## src/rtl/axi_wr_pkg.sv

```systemverilog
// ---------------------------------------------------------------------------
// axi_wr_pkg
//    Shared definitions for the AXI write-side sink and its helpers:
//       - burst type encodings (FIXED / INCR / WRAP / reserved)
//       - write response encodings (OKAY / SLVERR)
//       - FSM state constants for the write slave
//       - next_beat_addr(): address of the following beat of a burst
//    No ports (package).
// ---------------------------------------------------------------------------
package axi_wr_pkg;

   localparam logic [1:0] BURST_FIXED = 2'b00;
   localparam logic [1:0] BURST_INCR  = 2'b01;
   localparam logic [1:0] BURST_WRAP  = 2'b10;
   localparam logic [1:0] BURST_RSVD  = 2'b11;

   localparam logic [1:0] RESP_OKAY   = 2'b00;
   localparam logic [1:0] RESP_SLVERR = 2'b10;

   localparam logic [1:0] ST_IDLE = 2'd0;
   localparam logic [1:0] ST_DATA = 2'd1;
   localparam logic [1:0] ST_RESP = 2'd2;

   // Computed at 64 bits so callers of any address width can truncate.
   // For WRAP the container is (len+1)<<size bytes; with a legal (power of
   // two) length, masking the incremented address keeps the upper bits of
   // the aligned base and wraps the low offset back to zero at the boundary.
   function automatic logic [63:0] next_beat_addr(input logic [63:0] addr,
                                                  input logic [7:0]  len,
                                                  input logic [2:0]  size,
                                                  input logic [1:0]  burst);
      logic [63:0] step;
      logic [63:0] wrap_mask;
      logic [63:0] incr;
      logic [63:0] next;
      step      = 64'd1 << size;
      wrap_mask = (({56'd0, len} + 64'd1) << size) - 64'd1;
      incr      = addr + step;
      case (burst)
         BURST_INCR: next = incr;
         BURST_WRAP: next = (addr & ~wrap_mask) | (incr & wrap_mask);
         default:    next = addr;
      endcase
      return next;
   endfunction

endpackage

```

## src/rtl/axi_wr_addr_gen.sv

```systemverilog
// ---------------------------------------------------------------------------
// axi_wr_addr_gen
//    Purely combinational next-beat address generator for AXI bursts.
//    Ports:
//       addr      in  [AW-1:0]  address of the current beat
//       len       in  [7:0]     beats minus one
//       size      in  [2:0]     log2 bytes per beat
//       burst     in  [1:0]     burst type
//       next_addr out [AW-1:0]  address of the following beat (mod 2^AW)
// ---------------------------------------------------------------------------
module axi_wr_addr_gen
   import axi_wr_pkg::*;
#(
   parameter int AW = 32
) (
   input  logic [AW-1:0] addr,
   input  logic [7:0]    len,
   input  logic [2:0]    size,
   input  logic [1:0]    burst,
   output logic [AW-1:0] next_addr
);

   logic [63:0] wide_next;

   assign wide_next = next_beat_addr(64'(addr), len, size, burst);
   assign next_addr = wide_next[AW-1:0];

   // The bits above the address width are simply dropped (INCR wraps
   // modulo 2^AW).
   generate
      if (AW < 64) begin : g_trunc
         logic unused_hi;
         assign unused_hi = ^wide_next[63:AW];
      end
   endgenerate

endmodule

```

## src/rtl/axi_wr_slave.sv

```systemverilog
// ---------------------------------------------------------------------------
// axi_wr_slave
//    AXI write-channel sink. Accepts one burst at a time (AW, then exactly
//    len+1 W beats, then B), checks the burst for protocol errors and answers
//    OKAY or SLVERR.
//    Optional backing store: define AXI_WR_SLV_MEM_EN to store accepted
//    beats in a MEM_DEPTH-word memory readable through dbg_addr/dbg_data.
//    Without it, write data is discarded and dbg_data reads as zero.
//    Ports:
//       clk, resetn                 clock, asynchronous active-low reset
//       axi_aw{addr,len,size,burst,valid} / axi_awready   address channel
//       axi_w{data,strb,last,valid} / axi_wready          data channel
//       axi_bresp, axi_bvalid / axi_bready                 response channel
//       burst_done                  one-cycle pulse on the B handshake
//       dbg_addr / dbg_data         backing-store read port (combinational)
// ---------------------------------------------------------------------------
module axi_wr_slave
   import axi_wr_pkg::*;
#(
   parameter int AW        = 32,
   parameter int DW        = 64,
   parameter int MEM_DEPTH = 16
) (
   input  logic                         clk,
   input  logic                         resetn,
   input  logic [AW-1:0]                axi_awaddr,
   input  logic [7:0]                   axi_awlen,
   input  logic [2:0]                   axi_awsize,
   input  logic [1:0]                   axi_awburst,
   input  logic                         axi_awvalid,
   output logic                         axi_awready,
   input  logic [DW-1:0]                axi_wdata,
   input  logic [DW/8-1:0]              axi_wstrb,
   input  logic                         axi_wlast,
   input  logic                         axi_wvalid,
   output logic                         axi_wready,
   output logic [1:0]                   axi_bresp,
   output logic                         axi_bvalid,
   input  logic                         axi_bready,
   output logic                         burst_done,
   input  logic [$clog2(MEM_DEPTH)-1:0] dbg_addr,
   output logic [DW-1:0]                dbg_data
);

   localparam int         BYTE_LANES = DW / 8;
   localparam int         LANE_BITS  = $clog2(BYTE_LANES);
   localparam logic [2:0] MAX_SIZE   = 3'(LANE_BITS);

   logic [1:0]    state;
   logic [AW-1:0] addr_q;
   logic [7:0]    len_q;
   logic [2:0]    size_q;
   logic [1:0]    burst_q;
   logic [7:0]    beat_cnt;
   logic          err;

   logic [AW-1:0] next_addr;
   logic [AW-1:0] size_mask;
   logic          aw_err;
   logic          w_hs;
   logic          last_beat;
   logic          beat_err;

   axi_wr_addr_gen #(.AW(AW)) u_addr_gen (
      .addr      (addr_q),
      .len       (len_q),
      .size      (size_q),
      .burst     (burst_q),
      .next_addr (next_addr)
   );

   // Errors detectable from the address phase alone: a beat wider than the
   // bus, the reserved burst type, and WRAP bursts whose length is not 2/4/8/16
   // beats or whose start address is not aligned to the beat size.
   assign size_mask = AW'((64'd1 << axi_awsize) - 64'd1);
   assign aw_err = (axi_awsize > MAX_SIZE) ||
                   (axi_awburst == BURST_RSVD) ||
                   ((axi_awburst == BURST_WRAP) &&
                    (!(axi_awlen inside {8'd1, 8'd3, 8'd7, 8'd15}) ||
                     ((axi_awaddr & size_mask) != '0)));

   // wlast must be high on the final beat and only there; a misplaced wlast
   // flags the burst but the beat count still decides where it ends.
   assign w_hs      = axi_wvalid && axi_wready;
   assign last_beat = (beat_cnt == len_q);
   assign beat_err  = last_beat ? !axi_wlast : axi_wlast;

   // Main burst FSM. awready and wready are never high together, which keeps
   // at most one burst in flight and stops W from being taken in the same
   // cycle as its AW.
   always_ff @(posedge clk or negedge resetn) begin
      if (!resetn) begin
         state       <= ST_IDLE;
         axi_awready <= 1'b0;
         axi_wready  <= 1'b0;
         axi_bvalid  <= 1'b0;
         axi_bresp   <= RESP_OKAY;
         burst_done  <= 1'b0;
         addr_q      <= '0;
         len_q       <= '0;
         size_q      <= '0;
         burst_q     <= '0;
         beat_cnt    <= '0;
         err         <= 1'b0;
      end else begin
         burst_done <= 1'b0;
         case (state)
            ST_IDLE: begin
               if (axi_awvalid && axi_awready) begin
                  addr_q      <= axi_awaddr;
                  len_q       <= axi_awlen;
                  size_q      <= axi_awsize;
                  burst_q     <= axi_awburst;
                  beat_cnt    <= '0;
                  err         <= aw_err;
                  axi_awready <= 1'b0;
                  axi_wready  <= 1'b1;
                  state       <= ST_DATA;
               end else begin
                  axi_awready <= 1'b1;
               end
            end
            ST_DATA: begin
               if (w_hs) begin
                  err    <= err || beat_err;
                  addr_q <= next_addr;
                  if (last_beat) begin
                     axi_wready <= 1'b0;
                     axi_bvalid <= 1'b1;
                     axi_bresp  <= (err || beat_err) ? RESP_SLVERR : RESP_OKAY;
                     state      <= ST_RESP;
                  end else begin
                     beat_cnt <= beat_cnt + 8'd1;
                  end
               end
            end
            ST_RESP: begin
               if (axi_bvalid && axi_bready) begin
                  axi_bvalid  <= 1'b0;
                  burst_done  <= 1'b1;
                  axi_awready <= 1'b1;
                  state       <= ST_IDLE;
               end
            end
            default: begin
               axi_awready <= 1'b0;
               axi_wready  <= 1'b0;
               axi_bvalid  <= 1'b0;
               state       <= ST_IDLE;
            end
         endcase
      end
   end

`ifdef AXI_WR_SLV_MEM_EN
   localparam int IDX_BITS = $clog2(MEM_DEPTH);

   logic [DW-1:0]       mem [MEM_DEPTH];
   logic [IDX_BITS-1:0] mem_idx;

   assign mem_idx = addr_q[LANE_BITS +: IDX_BITS];

   // Beats of a burst already known to be faulty (including a misplaced
   // wlast on this very beat) are not stored. The store is deliberately
   // not reset.
   always_ff @(posedge clk) begin
      if (w_hs && !(err || beat_err)) begin
         for (int b = 0; b < BYTE_LANES; b++) begin
            if (axi_wstrb[b]) begin
               mem[mem_idx][b*8 +: 8] <= axi_wdata[b*8 +: 8];
            end
         end
      end
   end

   assign dbg_data = mem[dbg_addr];
`else
   logic unused_data;

   assign unused_data = ^{axi_wdata, axi_wstrb, dbg_addr};
   assign dbg_data    = '0;
`endif

endmodule

```

## config.mk

```make
export PLATFORM = sky130hd
export DESIGN_NAME = axi_wr_slave
export DESIGN_NICKNAME = d
export VERILOG_FILES = /design/src/rtl/axi_wr_pkg.sv /design/src/rtl/axi_wr_addr_gen.sv /design/src/rtl/axi_wr_slave.sv
export SDC_FILE = /design/constraint.sdc
export NUM_CORES = 1
export LEC_CHECK = 0
export ABC_AREA = 0
export CORE_MARGIN = 2
export CORE_UTILIZATION = 27
export CTS_CLUSTER_DIAMETER = 100
export DETAILED_ROUTE_END_ITERATION = 7
export GPL_TIMING_DRIVEN = 0
export PLACE_DENSITY = 0.89
export RECOVER_POWER = 50
export SYNTH_ARGS = -nofsm -noshare
export SYNTH_HDL_FRONTEND = slang
export SYNTH_SLANG_ARGS = --single-unit
```

## constraint.sdc

```tcl
create_clock -name clk -period 1.7 [get_ports clk]
set_clock_uncertainty 0.05 [all_clocks]
set_input_delay 0.425 -clock clk [delete_from_list [all_inputs] [get_ports clk]]
set_output_delay 0.425 -clock clk [all_outputs]
set_load 0.02 [all_outputs]
```

==> summary.txt <==
Route
  – First drt pass iteration count: 4
  – DR vias: between 1,500 and 2,000
  – Final ANT Viol Nets: 0
  – Vias per cell: around 4.3
  – Detailed Route Iter0 Violations: between 200 and 250
  – Drt total wl: 5600 um
  – DRC: 0
  – Wire length per cell: 12.1 um

Power and ir drop
  – Pwr/cell area: between 400 and 500 nW/um^2
  – Combinational group share of total power: 0.264
  – Peak supply drop: between 200 and 250 uV
  – Leak: around 1.6 nW
  – Internal power: about 1.1 mW
  – Sequential Power Share: 0.386
  – Clock share of power: 0.350
  – Switching Share: 0.271
  – P_sw: 0.401 mW

Yosys
  – Largest cells by area after synthesis: dfrtp_1, buf_4, nand2_1
  – #FFs+latches synth: 24
  – Mapped cell area: 1970 sq um
  – Share of async-settable or async-resettable flops after synthesis: 1.00
  – Register area share after synthesis: 0.305
  – Yosys top cell by area: dfrtp_1
  – Post-synth EDFFs: 0
  – Share of the synthesized area in the top cell type: 0.305
  – YS warnings: 0
  – Count of different cell masters after synthesis: between 40 and 50
  – Top_reg_cell synth: dfrtp_1
  – Cell count after synthesis: ~240
  – Mean Syn Cell Area: 8.27 sq um

Setup path
  – Setup crit start kind: primary input
  – CP Capture Type: flip-flop
  – CP max stage delay: a little under 400 ps
  – CP arrival: ~2000 ps
  – Crit. path cell count: 7
  – Critical-path top delay cell: or3_4
  – CP delay by family, top: simple AND/OR/NAND/NOR gates
  – Crit path max fanout: 8
  – Data required, critical path: ~1800 ps
  – Kind of critical path: primary input to flip-flop
  – WP buf/inv: 1
  – Worst R2R Path Depth: 5
  – CP cell instances: clkbuf_4 > or3_4 > ha_4 > o22ai_1 > nor4_2 > nand4_1 > o311a_1

Floorplanning
  – Top Ports: ~200
  – Initial Utilization: 0.274
  – Core Region: 7180 sq um
  – DIE WIDTH: slightly below 90 um
  – Die height: about 89 um
  – FP Rows: 31
  – Die ar.: around 8000 sq um

Finish
  – Final layout net count: around 490
  – N_diodes: 0
  – Area Growth Syn to Fin: 56.9%
  – Share of layout cells above drive strength 1: 0.342
  – Fin area: 3090 sq um
  – Final core utilization: 0.431
  – Fill count: between 600 and 700

Timing
  – Slew @ Worst Pin: about 1100 ps
  – Tmin final: approximately 1800 ps
  – Max Clk Rate: ~0.55 GHz
  – RSZ-0062 raised after global routing: true
  – Final Hold Viols: 0
  – Slew Viols, Final: 0
  – Final Cycle Share: 1.08
  – Setup WS post-layout: -131 ps
  – Setup violators final: 9
  – Slew headroom: 0.249

Global routing
  – Gr ovfl total: 0
  – First-pass GRT wire length: about 8000 um
  – Initial antenna violation count: 0
  – Vias in the first global route: about 1,700
  – All-layer global routing usage: 0.128
  – Largest net degree at the start of global routing: 25

Clock network
  – H-tree depth: 1
  – Clock sinks: 24
  – Num CTS Buffers: 3
  – CTS tree: built
  – Clock Tree Root: clkbuf_8
  – Clock-pin slew on the worst setup and hold paths: 100 ps
  – Clock Latency Late Sink: roughly 280 ps
  – Maximum clock path buffer count: 2
  – Cts hold-fix bufs: 0

Placed design
  – DP Area: about 2800 sq um
  – Final Wtd Congestion: around 0.88
  – Hpwl dp: around 3800 um
  – PortBufs: 44

Hold path
  – Hold crit path type: primary input to asynchronous set/reset pin

Run status
  – Failing checks: negative setup slack
  – Status: complete, but fails checks

Flow run
  – Maxcap violations: 0
==> placed cells by master, fill, tap and decap left out, types with 3 or more instances in the layout <==
master,instances
xnor2_2,8
and3_1,3
buf_4,78
o21a_1,3
nand2b_1,3
nand4_1,5
nor4_1,3
o21ai_0,8
dfrtp_2,6
a21oi_1,5
clkdlybuf4s50_1,32
a31oi_1,3
clkbuf_8,3
dfrtp_1,18
dlygate4sd2_1,6
nor2_1,8
nand2_1,32
nand3_1,4
conb_1,65
inv_1,11
==> layer usage <==
metal  GRT usage  vias to the layer above  share of wire
li1            -                      931              -
met1       0.145                      904           0.35
met2       0.231                      129           0.52
met3      0.0157                       23          0.085
met4      0.0733                        0          0.042
met5           0                        -              0
==> cells by family after synthesis <==
| kind of cell | count (synthesis) | synth area share |
|---|---|---|
| adders and majority gates | 3 | 0.0191 |
| other | 1 | 0.00190 |
| muxes | 2 | 0.0114 |
| DFF | 24 | 0.305 |
| xor gates and xnor gates | 10 | 0.0445 |
| buffers and inverters | 82 | 0.283 |
| AOI/OAI and AO/OA | 36 | 0.125 |
| and+or+nand+nor | 80 | 0.210 |
==> synthesized netlist by cell type, types with 2 or more instances <==
| master | n |
|---|---|
| buf_4 | 66 |
| nand2_1 | 34 |
| dfrtp_1 | 24 |
| inv_1 | 12 |
| o21ai_0 | 10 |
| xnor2_1 | 9 |
| nor2_1 | 8 |
| a21oi_1 | 5 |
| nand3_1 | 5 |
| nand4_1 | 5 |
| nor4_1 | 5 |
| a31oi_1 | 3 |
| and3_1 | 3 |
| ha_1 | 3 |
| nand2b_1 | 3 |
| o21a_1 | 3 |
| or3_1 | 3 |
| a31o_2 | 2 |
| and4_1 | 2 |
| and4_2 | 2 |
| clkbuf_1 | 2 |
| mux2_2 | 2 |
| nor3_1 | 2 |
| nor3b_1 | 2 |
| o211a_1 | 2 |
| o22ai_1 | 2 |
==> power by group through the flow <==
stage          registers, mW  clock network (mW)  logic [mW]
6_report               0.570               0.517       0.390
3_3_place_gp           0.582                   0       0.378
3_5_place_dp           0.582                   0       0.381
4_1_cts                0.570               0.512       0.380
2_1_floorplan          0.582                   0       0.264
5_1_grt                0.570               0.546       0.425
==> path summary, 6_finish.rpt <==
check	start	to	slack (ps)
max	axi_awsize[2]	err$_DFFE_PN0P_	-130
min	resetn	burst_done$_DFF_PN0_	310
max reg2reg	len_q[6]$_DFFE_PN0P_	beat_cnt[6]$_DFFE_PN0P_	-120
min reg2reg	len_q[4]$_DFFE_PN0P_	len_q[4]$_DFFE_PN0P_	490
max in group asynchronous	resetn	beat_cnt[4]$_DFFE_PN0P_	540
min in group clk	len_q[4]$_DFFE_PN0P_	len_q[4]$_DFFE_PN0P_	490
==> registers in the layout, indices dropped and copies added, names as in the netlist <==
register / cells
beat_cnt: 8
len_q: 8
state: 2
axi_awready: 1
axi_bresp: 1
axi_bvalid: 1
axi_wready: 1
burst_done: 1
err: 1
==> stage by stage <==
| stage | power [mW] | std cells | TNS [ps] | hold slack, ps | setup WS (ps) |
|---|---|---|---|---|---|
| floorplan | 0.846 | 302 | -38.6 | 79.4 | -38.6 |
| global placement | 0.960 | 445 | -6700 | 436 | -778 |
| detailed placement | 0.963 | 445 | -8890 | 439 | -818 |
| CTS | 1.46 | 455 | -218 | 463 | -97.8 |
| global route | 1.54 | 462 | -1190 | 389 | -183 |
| finish | 1.48 | 462 | -694 | 306 | -131 |
==> layout make-up <==
class / instances / area (sq um) / share of cell area
multi-input cells: 196 / 1190 / 0.387
flip-flops and latches: 24 / 608 / 0.197
repair buffers: 58 / 528 / 0.171
plain buffers: 69 / 519 / 0.168
well taps: 99 / 124 / 0.0401
inverters: 12 / 45.0 / 0.0146
clock buffers: 3 / 41.3 / 0.0134
clock inverters: 1 / 30.0 / 0.00972
==> repair_timing <==
item / 4_1_cts / 5_1_grt
cloned: 0 / 1
endpoints found under the setup margin: 16 / 23
resized for setup: 33 / 27
pin swaps: 9 / 10
buffers inserted: 7 / 6
Power figures use the tool's default switching activity.
